### config.mk
export PLATFORM = sky130hd
export DESIGN_NAME = uart_tx_fifo
export DESIGN_NICKNAME = d
export VERILOG_FILES = /design/src/rtl/uart_tx_fifo.sv
export SDC_FILE = /design/constraint.sdc
export NUM_CORES = 1
export LEC_CHECK = 0
export BUFFER_PORTS_ARGS = -buffer_cell sky130_fd_sc_hd__buf_2
export CORE_MARGIN = 3
export CORE_UTILIZATION = 35
export CTS_BUF_LIST = sky130_fd_sc_hd__clkbuf_8
export CTS_CLUSTER_DIAMETER = 100
export DETAILED_ROUTE_END_ITERATION = 7
export GPL_TIMING_DRIVEN = 1
export PLACE_DENSITY = 0.52
export SLEW_MARGIN = 10
export SYNTH_ARGS = -nofsm -noshare
export SYNTH_HDL_FRONTEND = slang
export SYNTH_SLANG_ARGS = --single-unit
### constraint.sdc
create_clock -name clock -period 4.55 [get_ports clock]
set_input_delay 1.365 -clock clock [delete_from_list [all_inputs] [get_ports clock]]
set_output_delay 1.365 -clock clock [all_outputs]
set_load 0.02 [all_outputs]
### src/rtl/uart_tx_fifo.sv
// UART transmitter with a write FIFO, configurable frame format and a
// 16x-oversampling baud divider selected per frame by baud_select.
module uart_tx_fifo #(
    parameter int DATA_WIDTH = 8,
    parameter int FIFO_DEPTH = 4,
    parameter int PARITY     = 1,
    parameter int STOP_BITS  = 1
) (
    input  logic                  clock,
    input  logic                  reset,
    input  logic [DATA_WIDTH-1:0] Tx_DATA,
    input  logic [2:0]            baud_select,
    input  logic                  Tx_WR,
    input  logic                  TX_EN,
    output logic                  TxD,
    output logic                  TX_BUSY,
    output logic                  TX_FULL,
    output logic                  TX_EMPTY,
    output logic                  TX_OVF
);

    localparam int AW = $clog2(FIFO_DEPTH);
    localparam int CW = AW + 1;
    localparam logic [CW-1:0] DEPTH_C   = CW'(FIFO_DEPTH);
    localparam logic [3:0]    LAST_DATA = 4'(DATA_WIDTH - 1);
    localparam logic [3:0]    LAST_STOP = 4'(STOP_BITS - 1);

    typedef enum logic [2:0] {
        S_IDLE,
        S_START,
        S_DATA,
        S_PARITY,
        S_STOP
    } state_t;

    function automatic logic [13:0] divFor(input logic [2:0] sel);
        case (sel)
            3'd0:    divFor = 14'd10417;
            3'd1:    divFor = 14'd2604;
            3'd2:    divFor = 14'd651;
            3'd3:    divFor = 14'd326;
            3'd4:    divFor = 14'd163;
            3'd5:    divFor = 14'd81;
            3'd6:    divFor = 14'd54;
            default: divFor = 14'd27;
        endcase
    endfunction

    state_t                  state_q, state_d;
    logic [DATA_WIDTH-1:0]   shift_q, shift_d;
    logic                    parBit_q, parBit_d;
    logic [2:0]              divSel_q, divSel_d;
    logic [13:0]             divCnt_q, divCnt_d;
    logic [3:0]              tickCnt_q, tickCnt_d;
    logic [3:0]              bitCnt_q, bitCnt_d;
    logic                    txd_q, txd_d;

    logic [DATA_WIDTH-1:0]   mem_q [FIFO_DEPTH];
    logic [AW-1:0]           wrPtr_q, rdPtr_q;
    logic [CW-1:0]           count_q, count_d;
    logic                    full_q, empty_q, ovf_q;

    logic                    push, pop, startFrame;
    logic                    divEnd, bitEnd;
    logic [DATA_WIDTH-1:0]   headWord;
    logic                    headPar;

    assign headWord = mem_q[rdPtr_q];
    assign headPar  = (PARITY == 2) ? ~(^headWord) : ^headWord;
    assign divEnd   = (divCnt_q == divFor(divSel_q) - 14'd1);
    assign bitEnd   = divEnd && (tickCnt_q == 4'd15);

    always_comb begin
        state_d    = state_q;
        shift_d    = shift_q;
        parBit_d   = parBit_q;
        divSel_d   = divSel_q;
        divCnt_d   = divCnt_q;
        tickCnt_d  = tickCnt_q;
        bitCnt_d   = bitCnt_q;
        startFrame = 1'b0;

        if (state_q != S_IDLE) begin
            divCnt_d = divEnd ? 14'd0 : divCnt_q + 14'd1;
            if (divEnd) begin
                tickCnt_d = tickCnt_q + 4'd1;
            end
        end

        case (state_q)
            S_IDLE: begin
                if (TX_EN && !empty_q) begin
                    startFrame = 1'b1;
                end
            end
            S_START: begin
                if (bitEnd) begin
                    state_d  = S_DATA;
                    bitCnt_d = 4'd0;
                end
            end
            S_DATA: begin
                if (bitEnd) begin
                    shift_d = shift_q >> 1;
                    if (bitCnt_q == LAST_DATA) begin
                        bitCnt_d = 4'd0;
                        state_d  = (PARITY != 0) ? S_PARITY : S_STOP;
                    end else begin
                        bitCnt_d = bitCnt_q + 4'd1;
                    end
                end
            end
            S_PARITY: begin
                if (bitEnd) begin
                    state_d  = S_STOP;
                    bitCnt_d = 4'd0;
                end
            end
            S_STOP: begin
                if (bitEnd) begin
                    if (bitCnt_q == LAST_STOP) begin
                        if (TX_EN && !empty_q) begin
                            startFrame = 1'b1;
                        end else begin
                            state_d = S_IDLE;
                        end
                    end else begin
                        bitCnt_d = bitCnt_q + 4'd1;
                    end
                end
            end
            default: state_d = S_IDLE;
        endcase

        // A new frame may start from IDLE or straight out of the last stop bit.
        if (startFrame) begin
            state_d   = S_START;
            shift_d   = headWord;
            parBit_d  = headPar;
            divSel_d  = baud_select;
            divCnt_d  = 14'd0;
            tickCnt_d = 4'd0;
            bitCnt_d  = 4'd0;
        end

        case (state_d)
            S_START:  txd_d = 1'b0;
            S_DATA:   txd_d = shift_d[0];
            S_PARITY: txd_d = parBit_d;
            default:  txd_d = 1'b1;
        endcase
    end

    assign pop  = startFrame;
    assign push = Tx_WR && (!full_q || pop);

    always_comb begin
        count_d = count_q;
        case ({push, pop})
            2'b10:   count_d = count_q + CW'(1);
            2'b01:   count_d = count_q - CW'(1);
            default: count_d = count_q;
        endcase
    end

    always_ff @(posedge clock) begin
        if (push) begin
            mem_q[wrPtr_q] <= Tx_DATA;
        end
    end

    always_ff @(posedge clock) begin
        if (!reset) begin
            state_q   <= S_IDLE;
            shift_q   <= '0;
            parBit_q  <= 1'b0;
            divSel_q  <= 3'd0;
            divCnt_q  <= 14'd0;
            tickCnt_q <= 4'd0;
            bitCnt_q  <= 4'd0;
            txd_q     <= 1'b1;
            wrPtr_q   <= '0;
            rdPtr_q   <= '0;
            count_q   <= '0;
            full_q    <= 1'b0;
            empty_q   <= 1'b1;
            ovf_q     <= 1'b0;
        end else begin
            state_q   <= state_d;
            shift_q   <= shift_d;
            parBit_q  <= parBit_d;
            divSel_q  <= divSel_d;
            divCnt_q  <= divCnt_d;
            tickCnt_q <= tickCnt_d;
            bitCnt_q  <= bitCnt_d;
            txd_q     <= txd_d;
            if (push) begin
                wrPtr_q <= wrPtr_q + AW'(1);
            end
            if (pop) begin
                rdPtr_q <= rdPtr_q + AW'(1);
            end
            count_q   <= count_d;
            full_q    <= (count_d == DEPTH_C);
            empty_q   <= (count_d == '0);
            ovf_q     <= Tx_WR && full_q && !pop;
        end
    end

    assign TxD      = txd_q;
    assign TX_BUSY  = (state_q != S_IDLE);
    assign TX_FULL  = full_q;
    assign TX_EMPTY = empty_q;
    assign TX_OVF   = ovf_q;

endmodule

==> impl_metrics.json <==
{
  "gp_congestion": 0.811,
  "vias": 2564,
  "status": "completed",
  "crit_chain": "nand2_1 -> mux2i_1 -> ha_1 -> xnor2_1 -> or4_1 -> a31o_1 -> a211oi_2 -> a21oi_2 -> a21boi_4 -> inv_1 -> ha_1 -> fa_1 -> xnor2_1 -> or3_1 -> a21boi_0 -> nor2b_1",
  "syn-num-nets": 387,
  "synth_edf_count": 32,
  "clock_sinks": 82,
  "drc_errors": 0,
  "drt-pass1-iter-count": 4,
  "worstRegToRegCells": 16,
  "numCtsBuffers": 9,
  "min-delay-start": "shift_q[7]",
  "ios": 20,
  "dpl_cell_area_um2": 4190,
  "cts-root-buf": "clkbuf_8",
  "drt_iter0_drc": 106,
  "tightest_slew_ps": 591,
  "power_mw": 1.86,
  "fin_util": 0.402,
  "dp_hpwl_um": 5190,
  "synth_flop_cell": "dfxtp_1",
  "start_kind": "register",
  "busiest_layer": "met2",
  "grt_pass1_vias": 2448,
  "min_to": "shift_q[7]",
  "cts_setup_buffers": 0,
  "syn_area_um2": 3970,
  "cp.arrival_ps": 4480,
  "setup_viol": 0,
  "r2r_start": "divSel_q[1]",
  "use_met1": 0.154,
  "cts-hold-fix-buffers": 0,
  "max-vdd-ir-drop_mv": 0.220,
  "wl_per_cell_um": 14.1,
  "die_w_um": 113,
  "rsz0062_at_grt": "false",
  "leakagePower_nw": 1.67,
  "drv_cap": 0,
  "async_flop_share": 0,
  "dieHeight_um": 113,
  "final_nets": 404,
  "slew_violations": 0,
  "start_util": 0.362,
  "path_max_fanout": 9,
  "ctsHtreeMaxLevel": 3,
  "slowest_delay_ps": 510,
  "most-common-layout-cells": "49 x dfxtp_1, 32 x nor2_1, 32 x edfxtp_1",
  "grt_max_degree": 28,
  "slew_headroom": 0.605,
  "ant_nets": 0,
  "clockBufferDepth": 2,
  "grt-ovfl-total": 0,
  "rr_endpoint": "TX_FULL",
  "crit_path_top_delay_cell": "or4_1",
  "setup.worst_path.class": "reg2reg",
  "setup_ws_ps": 375,
  "antennaDiodeCount": 0,
  "p_per_area_nw_per_um2": 422,
  "grt_pass1_wl_um": 12300,
  "yosysSeqAreaShare": 0.494,
  "layout_commonest_cell": "dfxtp_1",
  "yosysWarnings": 0,
  "core_area_um2": 11000,
  "vias_per_cell": 4.90,
  "met2_usage": 0.203,
  "cts_tree": "done",
  "tns_ps": 0,
  "finalCritPeriodShare": 0.917,
  "ys_ff_latch": 82,
  "post_cts_resized": 0,
  "nFillCells": 1049,
  "hold_viol": 0,
  "min_period_ps": 4170,
  "path_clk_slew_ps": 80,
  "finClkSkew_ps": 7.44,
  "synthCells": 361,
  "max_freq_ghz": 0.240,
  "r2r_slack_ps": 380,
  "grt_use_total": 0.123,
  "wl_um": 7380,
  "drive_above_1_share": 0.162,
  "crit_path_end_kind": "register",
  "fin_area_um2": 4420,
  "insertion_delay_ps": 360,
  "use_met3": 0.0383,
  "hp-class": "reg2reg",
  "syn2layout_area_growth_pct": 11.1,
  "antenna_found_initial": 0,
  "port_buffers": 19,
  "synth.avg_cell_area_um2": 11.0,
  "rows": 38,
  "required_ps": 4850,
  "synth.distinct_cells": 56,
  "die_area_um2": 12700,
  "dp_slack_ps": 310,
  "hold_depth": 2
}
-- metal layers --
metal,share of wire,wire length (µm),vias up
li1,-,-,1313
met1,0.48,3510,1213
met2,0.47,3500,30
met3,0.034,252,8
met4,0.015,112,0
met5,0,0,-
-- metrics by stage --
step                      hold slack, ps  cells
final                                499    523
after global routing                 525    523
after CTS                            505    523
after detailed placement             493    507
after global placement               474    507
after floorplan                      454    361
-- logic make-up after synthesis --
logic type                 Yosys count  share of synthesized area
and+or+nand+nor                    137                      0.186
DFF                                 82                      0.494
AOI/OAI and AO/OA                   44                     0.0898
xor gates and xnor gates            30                     0.0661
buffers and inverters               30                     0.0337
muxes                               27                     0.0945
adders and majority gates           11                     0.0365
-- where the power goes --
group	leakage [nW]	internal [mW]	switching, mW
registers	0.700	0.830	0.0523
clock network	0.111	0.314	0.278
logic	0.856	0.183	0.205
total	1.67	1.33	0.536
-- cells in the mapped netlist (2+ instances only) --
cell,instances,share of area
o211a_1,7,0.018
or4_1,2,0.0038
edfxtp_1,32,0.24
xor2_1,12,0.026
nand4_1,9,0.014
ha_1,10,0.031
mux2i_1,15,0.038
nand2_1,29,0.027
buf_6,2,0.0057
mux2_2,4,0.011
a21boi_0,6,0.011
dfxtp_1,50,0.25
clkbuf_1,10,0.0094
or3_1,5,0.0079
a2bb2oi_1,2,0.0044
nand3b_1,5,0.0094
buf_2,5,0.0063
o21ai_0,5,0.0063
and2_1,12,0.019
xnor2_1,18,0.040
mux4_2,8,0.045
and3_1,3,0.0047
inv_1,12,0.011
nand3_1,10,0.013
nor2b_1,11,0.017
nor2_1,32,0.030
a21oi_1,9,0.011
nand2b_1,3,0.0047
nor3_1,6,0.0076
-- final cells by class --
class                           count  area, µm²  area share
Clock buffer                        9        124      0.0281
Clock inverter                      7       98.8      0.0224
Inverter                           12       45.0      0.0102
Multi-Input combinational cell    249       1880       0.425
Sequential cell                    82       1960       0.445
Tap cell                          140        175      0.0397
Timing Repair Buffer               24        133      0.0300
-- flip-flops by register name, summed over array words and instances (netlist names), named ones only --
name,cells
mem_q,32
state_q,3
divCnt_q,14
shift_q,8
parBit_q,1
divSel_q,3
count_q,3
TX_EMPTY,1
TX_OVF,1
tickCnt_q,4
TxD,1
rdPtr_q,2
wrPtr_q,2
TX_FULL,1
bitCnt_q,4
-- critical path, delay by kind of cell (launching register included) --
family	cells	cell delay [ps]
flops	1	460
buf+inv	1	70
compound gates	5	1170
simple gates	4	1100
fa+ha+maj	3	840
mux	1	170
xor+xnor	2	300
-- how the worst max path moves through the flow --
stage | from | to | slack (ps) | cells past startpoint
after floorplan | divSel_q[2] | TX_FULL | 570 | 18
after global placement | divSel_q[2] | TX_FULL | 450 | 16
after detailed placement | divSel_q[2] | TX_FULL | 310 | 16
after CTS | divSel_q[2] | TX_FULL | 290 | 16
after global routing | divSel_q[1] | TX_FULL | 40 | 16
final | divSel_q[1] | TX_FULL | 380 | 16
No activity file was read; power rests on OpenSTA's default activity.
